$ cat config.mk
export PLATFORM = sky130hd
export DESIGN_NAME = binary_threshold_ctrl
export DESIGN_NICKNAME = d
export VERILOG_FILES = /design/src/rtl/binary_thr_pkg.sv /design/src/rtl/seq_div.sv /design/src/rtl/binary_threshold_ctrl.sv
export SDC_FILE = /design/constraint.sdc
export NUM_CORES = 1
export LEC_CHECK = 0
export ABC_AREA = 1
export ABC_CLOCK_PERIOD_IN_PS = 2900
export BUFFER_PORTS_ARGS = -buffer_cell sky130_fd_sc_hd__buf_4
export CORE_ASPECT_RATIO = 1.1
export CORE_UTILIZATION = 55
export DETAILED_ROUTE_END_ITERATION = 8
export GPL_TIMING_DRIVEN = 0
export PLACE_DENSITY = 0.74
export SLEW_MARGIN = 20
export SYNTH_ARGS = -nofsm -noshare
export SYNTH_HDL_FRONTEND = slang
export SYNTH_SLANG_ARGS = --single-unit
$ cat constraint.sdc
create_clock -name clk -period 2.9 [get_ports clk]
set_input_delay 0.145 -clock clk [delete_from_list [all_inputs] [get_ports clk]]
set_output_delay 0.145 -clock clk [all_outputs]
set_load 0.05 [all_outputs]
$ cat src/rtl/binary_thr_pkg.sv
// Shared widths, limits, FSM encoding and clamp helper for the binarization threshold controller.
package binary_thr_pkg;
    localparam int CNT_W       = 20;
    localparam int SUM_W       = 30;
    localparam int THR_W       = 10;
    localparam int MAX_SUM     = 765;
    localparam int DEFAULT_THR = 384;
    localparam int HYST        = 6;

    localparam logic [THR_W-1:0] MAX_THR = THR_W'(MAX_SUM);

    typedef enum logic [1:0] {
        IDLE,
        DIVIDE,
        CALC,
        APPLY
    } state_t;

    // Saturate a signed biased sum into the legal channel-sum range 0..765.
    function automatic logic [THR_W-1:0] clamp_sum(input logic signed [THR_W+1:0] v);
        if (v[THR_W+1])
            return '0;
        else if (v > $signed({2'b00, MAX_THR}))
            return MAX_THR;
        return v[THR_W-1:0];
    endfunction
endpackage

$ cat src/rtl/seq_div.sv
// Unsigned restoring divider, one quotient bit per cycle; divide-by-zero yields all-ones.
// Latency: DVD_W cycles after start; done is high during the final iteration, quotient valid the cycle after.
// Backpressure: none; a start while busy restarts the divide.
module seq_div #(
    parameter int DVD_W = 30,
    parameter int DVS_W = 20
) (
    input  logic             clk,
    input  logic             rst_n,
    input  logic             start,
    input  logic [DVD_W-1:0] dividend,
    input  logic [DVS_W-1:0] divisor,
    output logic             busy,
    output logic             done,
    output logic [DVD_W-1:0] quotient
);
    localparam int CW = $clog2(DVD_W + 1);

    logic [DVD_W-1:0] quo;
    logic [DVS_W-1:0] rem;
    logic [DVS_W-1:0] den;
    logic [CW-1:0]    steps;
    logic [DVS_W:0]   shifted;
    logic [DVS_W:0]   diff;
    logic             ge;

    assign shifted  = {rem, quo[DVD_W-1]};
    assign diff     = shifted - {1'b0, den};
    assign ge       = shifted >= {1'b0, den};
    assign done     = busy && (steps == CW'(1));
    assign quotient = quo;

    always_ff @(posedge clk or negedge rst_n) begin
        if (!rst_n) begin
            quo   <= '0;
            rem   <= '0;
            den   <= '0;
            steps <= '0;
            busy  <= 1'b0;
        end else if (start) begin
            quo   <= dividend;
            rem   <= '0;
            den   <= divisor;
            steps <= CW'(DVD_W);
            busy  <= 1'b1;
        end else if (busy) begin
            quo   <= {quo[DVD_W-2:0], ge};
            rem   <= ge ? diff[DVS_W-1:0] : shifted[DVS_W-1:0];
            steps <= steps - CW'(1);
            if (steps == CW'(1))
                busy <= 1'b0;
        end
    end
endmodule

$ cat src/rtl/binary_threshold_ctrl.sv
// Per-frame adaptive binarization threshold: frame mean of channel sums plus offset, with hysteresis or manual override.
// Latency: thr_valid SUM_W+3 cycles after vsync rise (auto), 2 cycles (manual); late results commit at the next frame end.
// Backpressure: none; a frame end while a result is in flight is dropped and flagged on overrun.
module binary_threshold_ctrl #(
    parameter int CNT_W       = binary_thr_pkg::CNT_W,
    parameter int SUM_W       = binary_thr_pkg::SUM_W,
    parameter int DEFAULT_THR = binary_thr_pkg::DEFAULT_THR,
    parameter int HYST        = binary_thr_pkg::HYST
) (
    input  logic        clk,
    input  logic        rst_n,
    input  logic        vsync_in,
    input  logic        href_in,
    input  logic [31:0] gray_data_in,
    input  logic        auto_en,
    input  logic [9:0]  manual_thr,
    input  logic [9:0]  offset,
    output logic [9:0]  thr_out,
    output logic        thr_valid,
    output logic [9:0]  mean_out,
    output logic        busy,
    output logic        overrun
);
    import binary_thr_pkg::*;

    state_t                  state, state_nxt;
    logic                    vs_d, frame_end;
    logic [THR_W-1:0]        pix_sum;
    logic [SUM_W-1:0]        acc;
    logic [CNT_W-1:0]        cnt;
    logic                    div_start, div_done;
    logic [SUM_W-1:0]        div_quo;
    logic                    mode_auto, cnt_zero, load_manual;
    logic [THR_W-1:0]        mean, cand, pend_thr, abs_diff;
    logic                    pend_vld, upd_due;
    logic signed [THR_W+1:0] biased;
    logic                    unused_bits;

    assign pix_sum   = THR_W'(gray_data_in[31:24]) + THR_W'(gray_data_in[23:16])
                     + THR_W'(gray_data_in[15:8]);
    assign frame_end = vsync_in & ~vs_d;
    assign mean      = div_quo[THR_W-1:0];
    assign biased    = $signed({2'b00, mean}) + $signed({{2{offset[THR_W-1]}}, offset});
    assign abs_diff  = (cand >= thr_out) ? cand - thr_out : thr_out - cand;
    assign upd_due   = mode_auto ? (abs_diff >= THR_W'(HYST)) : (cand != thr_out);
    assign unused_bits = ^{gray_data_in[7:0], div_quo[SUM_W-1:THR_W]};

    // vs_d resets high so a vsync already asserted at reset release is not taken as a frame end.
    always_ff @(posedge clk or negedge rst_n) begin
        if (!rst_n) begin
            vs_d <= 1'b1;
            acc  <= '0;
            cnt  <= '0;
        end else begin
            vs_d <= vsync_in;
            if (frame_end) begin
                acc <= href_in ? SUM_W'(pix_sum) : '0;
                cnt <= href_in ? CNT_W'(1) : '0;
            end else if (href_in) begin
                acc <= acc + SUM_W'(pix_sum);
                cnt <= cnt + CNT_W'(1);
            end
        end
    end

    seq_div #(
        .DVD_W (SUM_W),
        .DVS_W (CNT_W)
    ) u_div (
        .clk      (clk),
        .rst_n    (rst_n),
        .start    (div_start),
        .dividend (acc),
        .divisor  (cnt),
        .busy     (busy),
        .done     (div_done),
        .quotient (div_quo)
    );

    always_ff @(posedge clk or negedge rst_n) begin
        if (!rst_n)
            state <= IDLE;
        else
            state <= state_nxt;
    end

    always_comb begin
        state_nxt   = state;
        div_start   = 1'b0;
        load_manual = 1'b0;
        case (state)
            IDLE: begin
                if (frame_end) begin
                    if (auto_en) begin
                        state_nxt = DIVIDE;
                        div_start = 1'b1;
                    end else begin
                        state_nxt   = APPLY;
                        load_manual = 1'b1;
                    end
                end
            end
            DIVIDE:  if (div_done) state_nxt = CALC;
            CALC:    state_nxt = cnt_zero ? IDLE : APPLY;
            APPLY:   state_nxt = IDLE;
            default: state_nxt = IDLE;
        endcase
    end

    always_ff @(posedge clk or negedge rst_n) begin
        if (!rst_n) begin
            thr_out   <= THR_W'(DEFAULT_THR);
            thr_valid <= 1'b0;
            mean_out  <= '0;
            overrun   <= 1'b0;
            mode_auto <= 1'b1;
            cnt_zero  <= 1'b1;
            cand      <= '0;
            pend_vld  <= 1'b0;
            pend_thr  <= '0;
        end else begin
            thr_valid <= 1'b0;
            overrun   <= frame_end && (state != IDLE);
            if (frame_end && state == IDLE)
                mode_auto <= auto_en;
            if (div_start)
                cnt_zero <= (cnt == '0);
            if (load_manual)
                cand <= clamp_sum({2'b00, manual_thr});
            if (state == CALC && !cnt_zero) begin
                mean_out <= mean;
                cand     <= clamp_sum(biased);
            end
            // A result that missed its blanking window lands at the next frame end.
            if (frame_end && pend_vld) begin
                thr_out   <= pend_thr;
                thr_valid <= 1'b1;
                pend_vld  <= 1'b0;
            end
            if (state == APPLY && upd_due) begin
                if (vsync_in) begin
                    thr_out   <= cand;
                    thr_valid <= 1'b1;
                end else begin
                    pend_vld <= 1'b1;
                    pend_thr <= cand;
                end
            end
        end
    end
endmodule
==> flow_metrics.py <==
metrics = {
    "grt": {
        "grt_overflow_total": 0,
        "grt_pass1_vias": 11300,
        "grt_max_degree": 100,
        "globalRouteTotalUtil": 0.311,
        "antenna_found_initial": 0,
        "global_route_wire_length_before_repair_microns": 54000,
    },
    "sta": {
        "grt_setup_unrepaired": "yes",
        "finalCriticalPeriod_ps": 3280,
        "relSlewSlack": 0.471,
        "timing.setup.tns_ps": -5750,
        "final-setup-viol-count": 23,
        "final_setup_skew_ps": 17.8,
        "fmax_ghz": 0.305,
        "tightest_slew_ps": 793,
        "timing.final.ws_setup_ps": -383,
        "hold_violations": 0,
        "finalCritPeriodShare": 1.13,
        "drv_slew": 0,
    },
    "floorplanning": {
        "initial_core_util": 0.568,
        "fp.dieH_microns": 156,
        "placeableCoreArea_sq_um": 20900,
        "row_count": 55,
        "design.die.area_sq_um": 22100,
        "die_w_microns": 142,
        "num_io_pins": 80,
    },
    "yosys": {
        "ys.flop_type": "sky130_fd_sc_hd__dfrtp_1",
        "ys_ff_latch": 174,
        "synth_warnings": 0,
        "synthesis.area_per_instance_sq_um": 7.28,
        "post_synth_edffs": 0,
        "yosys-top-cells-count": "sky130_fd_sc_hd__nand2_1, sky130_fd_sc_hd__inv_1, sky130_fd_sc_hd__dfrtp_1",
        "synth.distinct_cells": 47,
        "synth_largest_type_area_fraction": 0.357,
        "synth_area_sq_um": 11800,
        "yosysMostFrequentCell": "sky130_fd_sc_hd__nand2_1",
        "post-synth-top-area-cell": "sky130_fd_sc_hd__dfrtp_1",
        "yosys-top-cells-area": "sky130_fd_sc_hd__dfrtp_1, sky130_fd_sc_hd__nand2_1, sky130_fd_sc_hd__ha_1",
        "postSynthCellCount": 1626,
        "syn_nets": 1768,
        "synth_async_sr_flop_share": 1.00,
        "seq_area_frac_synth": 0.368,
    },
    "power": {
        "power_density_nw_per_um2": 1240,
        "ir_drop_uv": 661,
        "p_leak_nw": 6.97,
        "p_total_mw": 17.5,
    },
    "cells_and_area": {
        "drive_above_1_share": 0.150,
        "layoutNonFillerInstCount": 2050,
        "fillerInstances": 1760,
        "diode_count": 0,
        "postLayoutCoreUtil": 0.677,
        "nNetsFinal": 1894,
        "areaGrowthSynthToFinish_pct": 19.3,
    },
    "drt": {
        "antenna_left": 0,
        "drt-initial-drc-count": 863,
        "via_per_inst": 5.64,
        "num_vias": 11600,
        "total_iterations_of_the_first_detailed_routing_run": 5,
        "detail_route.wirelength_microns": 33600,
        "wire_per_inst_microns": 16.4,
        "post-route-drc-count": 0,
    },
    "placed_design": {
        "pre_cts_slack_ps": -940,
        "input_output_buffers": 71,
        "placedCellCount": 1983,
        "gpl.final_weighted_congestion": 0.961,
        "hpwlAfterDp_microns": 24500,
    },
    "clocking": {
        "path_clk_slew_ps": 80,
        "htree_num_levels": 4,
        "clk_root_buffer_cell": "sky130_fd_sc_hd__clkbuf_16",
        "clock_tree_from_tritoncts": "yes",
        "cts_made_buffers": 17,
        "clock-sinks": 174,
        "clock_insertion_delay_worst_skew_ps": 440,
        "cts_buffer_depth": 2,
    },
    "setup_path": {
        "critPathLaunchType": "input port",
        "criticalPathCategory": "in2reg",
        "worstPathMaxFanout": 3,
        "setup.worst_path.end_class": "flop",
        "worstPathArrival_ps": 3610,
        "worstSetupStartpoint": "gray_data_in[9]",
        "crit-reg2reg-launch": "thr_out[0]",
        "cp.required_ps": 3230,
    },
    "hold_path": {
        "hold_path.class": "in2reg",
        "min_from": "manual_thr[1]",
    },
    "status": {
        "violations_in_the_final_reports": "setup timing",
        "status": "finished, violations left",
    },
    "flow_run": {
        "cap_violations": 0,
    },
}
==> cell families (layout without fill, tap and decap cells) <==
| group | after synthesis | after routing | synth area share |
|---|---|---|---|
| compound gates | 307 | 307 | 0.147 |
| simple gates | 745 | 745 | 0.268 |
| buf+inv | 280 | 419 | 0.0917 |
| fa+ha+maj | 85 | 85 | 0.0988 |
| xor+xnor | 35 | 35 | 0.0259 |
| flops | 174 | 174 | 0.368 |
==> final timing paths <==
kind	endpoint	slack (ps)	cells after the start
max in group asynchronous	cnt_zero	1670	3
worst max register to register	pend_thr[9]	80	16
worst min-delay path	cand[1]	70	3
worst min register to register	pend_thr[8]	480	2
worst max-delay path	acc[10]	-380	23
min in group asynchronous	thr_out[2]	270	2
==> per-stage QoR <==
step	area (sq um)	hold WS [ps]
6_report	14100	70.7
2_1_floorplan	11900	-151
3_5_place_dp	12800	171
4_1_cts	13800	60.9
5_1_grt	14100	103
3_3_place_gp	12800	314
==> registers in the layout, indices dropped and copies added (netlist names) <==
signal	cells
pend_vld	1
cnt_zero	1
mode_auto	1
pend_thr	10
state	2
cnt	20
thr_out	10
u_div.rem	20
u_div.steps	5
mean_out	10
acc	30
cand	10
vs_d	1
thr_valid	1
u_div.busy	1
overrun	1
u_div.quotient	30
u_div.den	20
==> area by class of cell <==
type / instances / area, sq um / share of cell area
Clock buffer: 17 / 425 / 0.0301
Tap cell: 285 / 357 / 0.0253
Inverter: 229 / 867 / 0.0614
Sequential cell: 174 / 4360 / 0.309
Buffer: 51 / 236 / 0.0167
Multi-Input combinational cell: 1172 / 6820 / 0.483
Timing Repair Buffer: 107 / 862 / 0.0610
Clock inverter: 15 / 186 / 0.0132
==> power by group <==
group	leakage, nW	switching (mW)	internal [mW]
Combinational	4.46	7.08	4.05
Sequential	2.22	0.692	3.33
Clock	0.290	1.15	1.18
==> layer usage <==
layer | routed length, microns | vias to the layer above | GRT usage
met5 | 0 | - | 0
met4 | 1160 | 0 | 0.128
met3 | 1640 | 92 | 0.0482
met2 | 16900 | 374 | 0.550
met1 | 13900 | 5471 | 0.376
li1 | - | 5626 | -
==> repair_timing <==
item,4_1_cts,5_1_grt
endpoints found under the hold margin,74,0
hold buffers,2,0
gates resized for setup,36,82
setup endpoints to repair,42,67
pin swaps,15,30
setup buffers,27,11
==> cells in the final DEF (no fill, tap or decap), drive strengths merged <==
| cell | count |
|---|---|
| o311ai | 1 |
| clkinvlp | 2 |
| o41ai | 1 |
| nand2 | 443 |
| and2 | 1 |
| xor2 | 20 |
| a22oi | 10 |
| o221ai | 15 |
| dfrtp | 169 |
| nor3 | 21 |
| or2 | 7 |
| o221a | 1 |
| a21oi | 107 |
| o21bai | 4 |
| a221oi | 2 |
| a31oi | 11 |
| o22ai | 4 |
| nor2 | 111 |
| dfstp | 5 |
| nor4 | 13 |
| a21o | 6 |
| inv | 235 |
| nand4 | 50 |
| a21boi | 1 |
| buf | 120 |
| dlygate4sd3 | 2 |
| ha | 71 |
| clkinv | 7 |
| a211oi | 1 |
| clkbuf | 53 |
| o211ai | 15 |
| xnor2 | 15 |
| nand3b | 3 |
| fa | 14 |
| nand3 | 96 |
| o21ai | 125 |
| o21a | 3 |
==> worst max-delay path, cell delays in order <==
cell                      delay (ps)
sky130_fd_sc_hd__buf_8            80
sky130_fd_sc_hd__inv_8            20
sky130_fd_sc_hd__fa_1            460
sky130_fd_sc_hd__inv_1            70
sky130_fd_sc_hd__ha_2            180
sky130_fd_sc_hd__inv_2            40
sky130_fd_sc_hd__fa_2            350
sky130_fd_sc_hd__o21ai_2         160
sky130_fd_sc_hd__a21oi_2          80
sky130_fd_sc_hd__o21ai_2         170
sky130_fd_sc_hd__xor2_1          220
sky130_fd_sc_hd__inv_1           110
sky130_fd_sc_hd__ha_4            270
sky130_fd_sc_hd__a21o_1          210
sky130_fd_sc_hd__a21oi_2         170
sky130_fd_sc_hd__o21ai_2          90
sky130_fd_sc_hd__a21oi_1         160
sky130_fd_sc_hd__o21ai_1         100
sky130_fd_sc_hd__nand2_1         140
sky130_fd_sc_hd__inv_2            90
sky130_fd_sc_hd__buf_4           140
sky130_fd_sc_hd__o21ai_2          90
sky130_fd_sc_hd__nor2_1           60
Note: power is estimated with default switching activity, not from simulation.
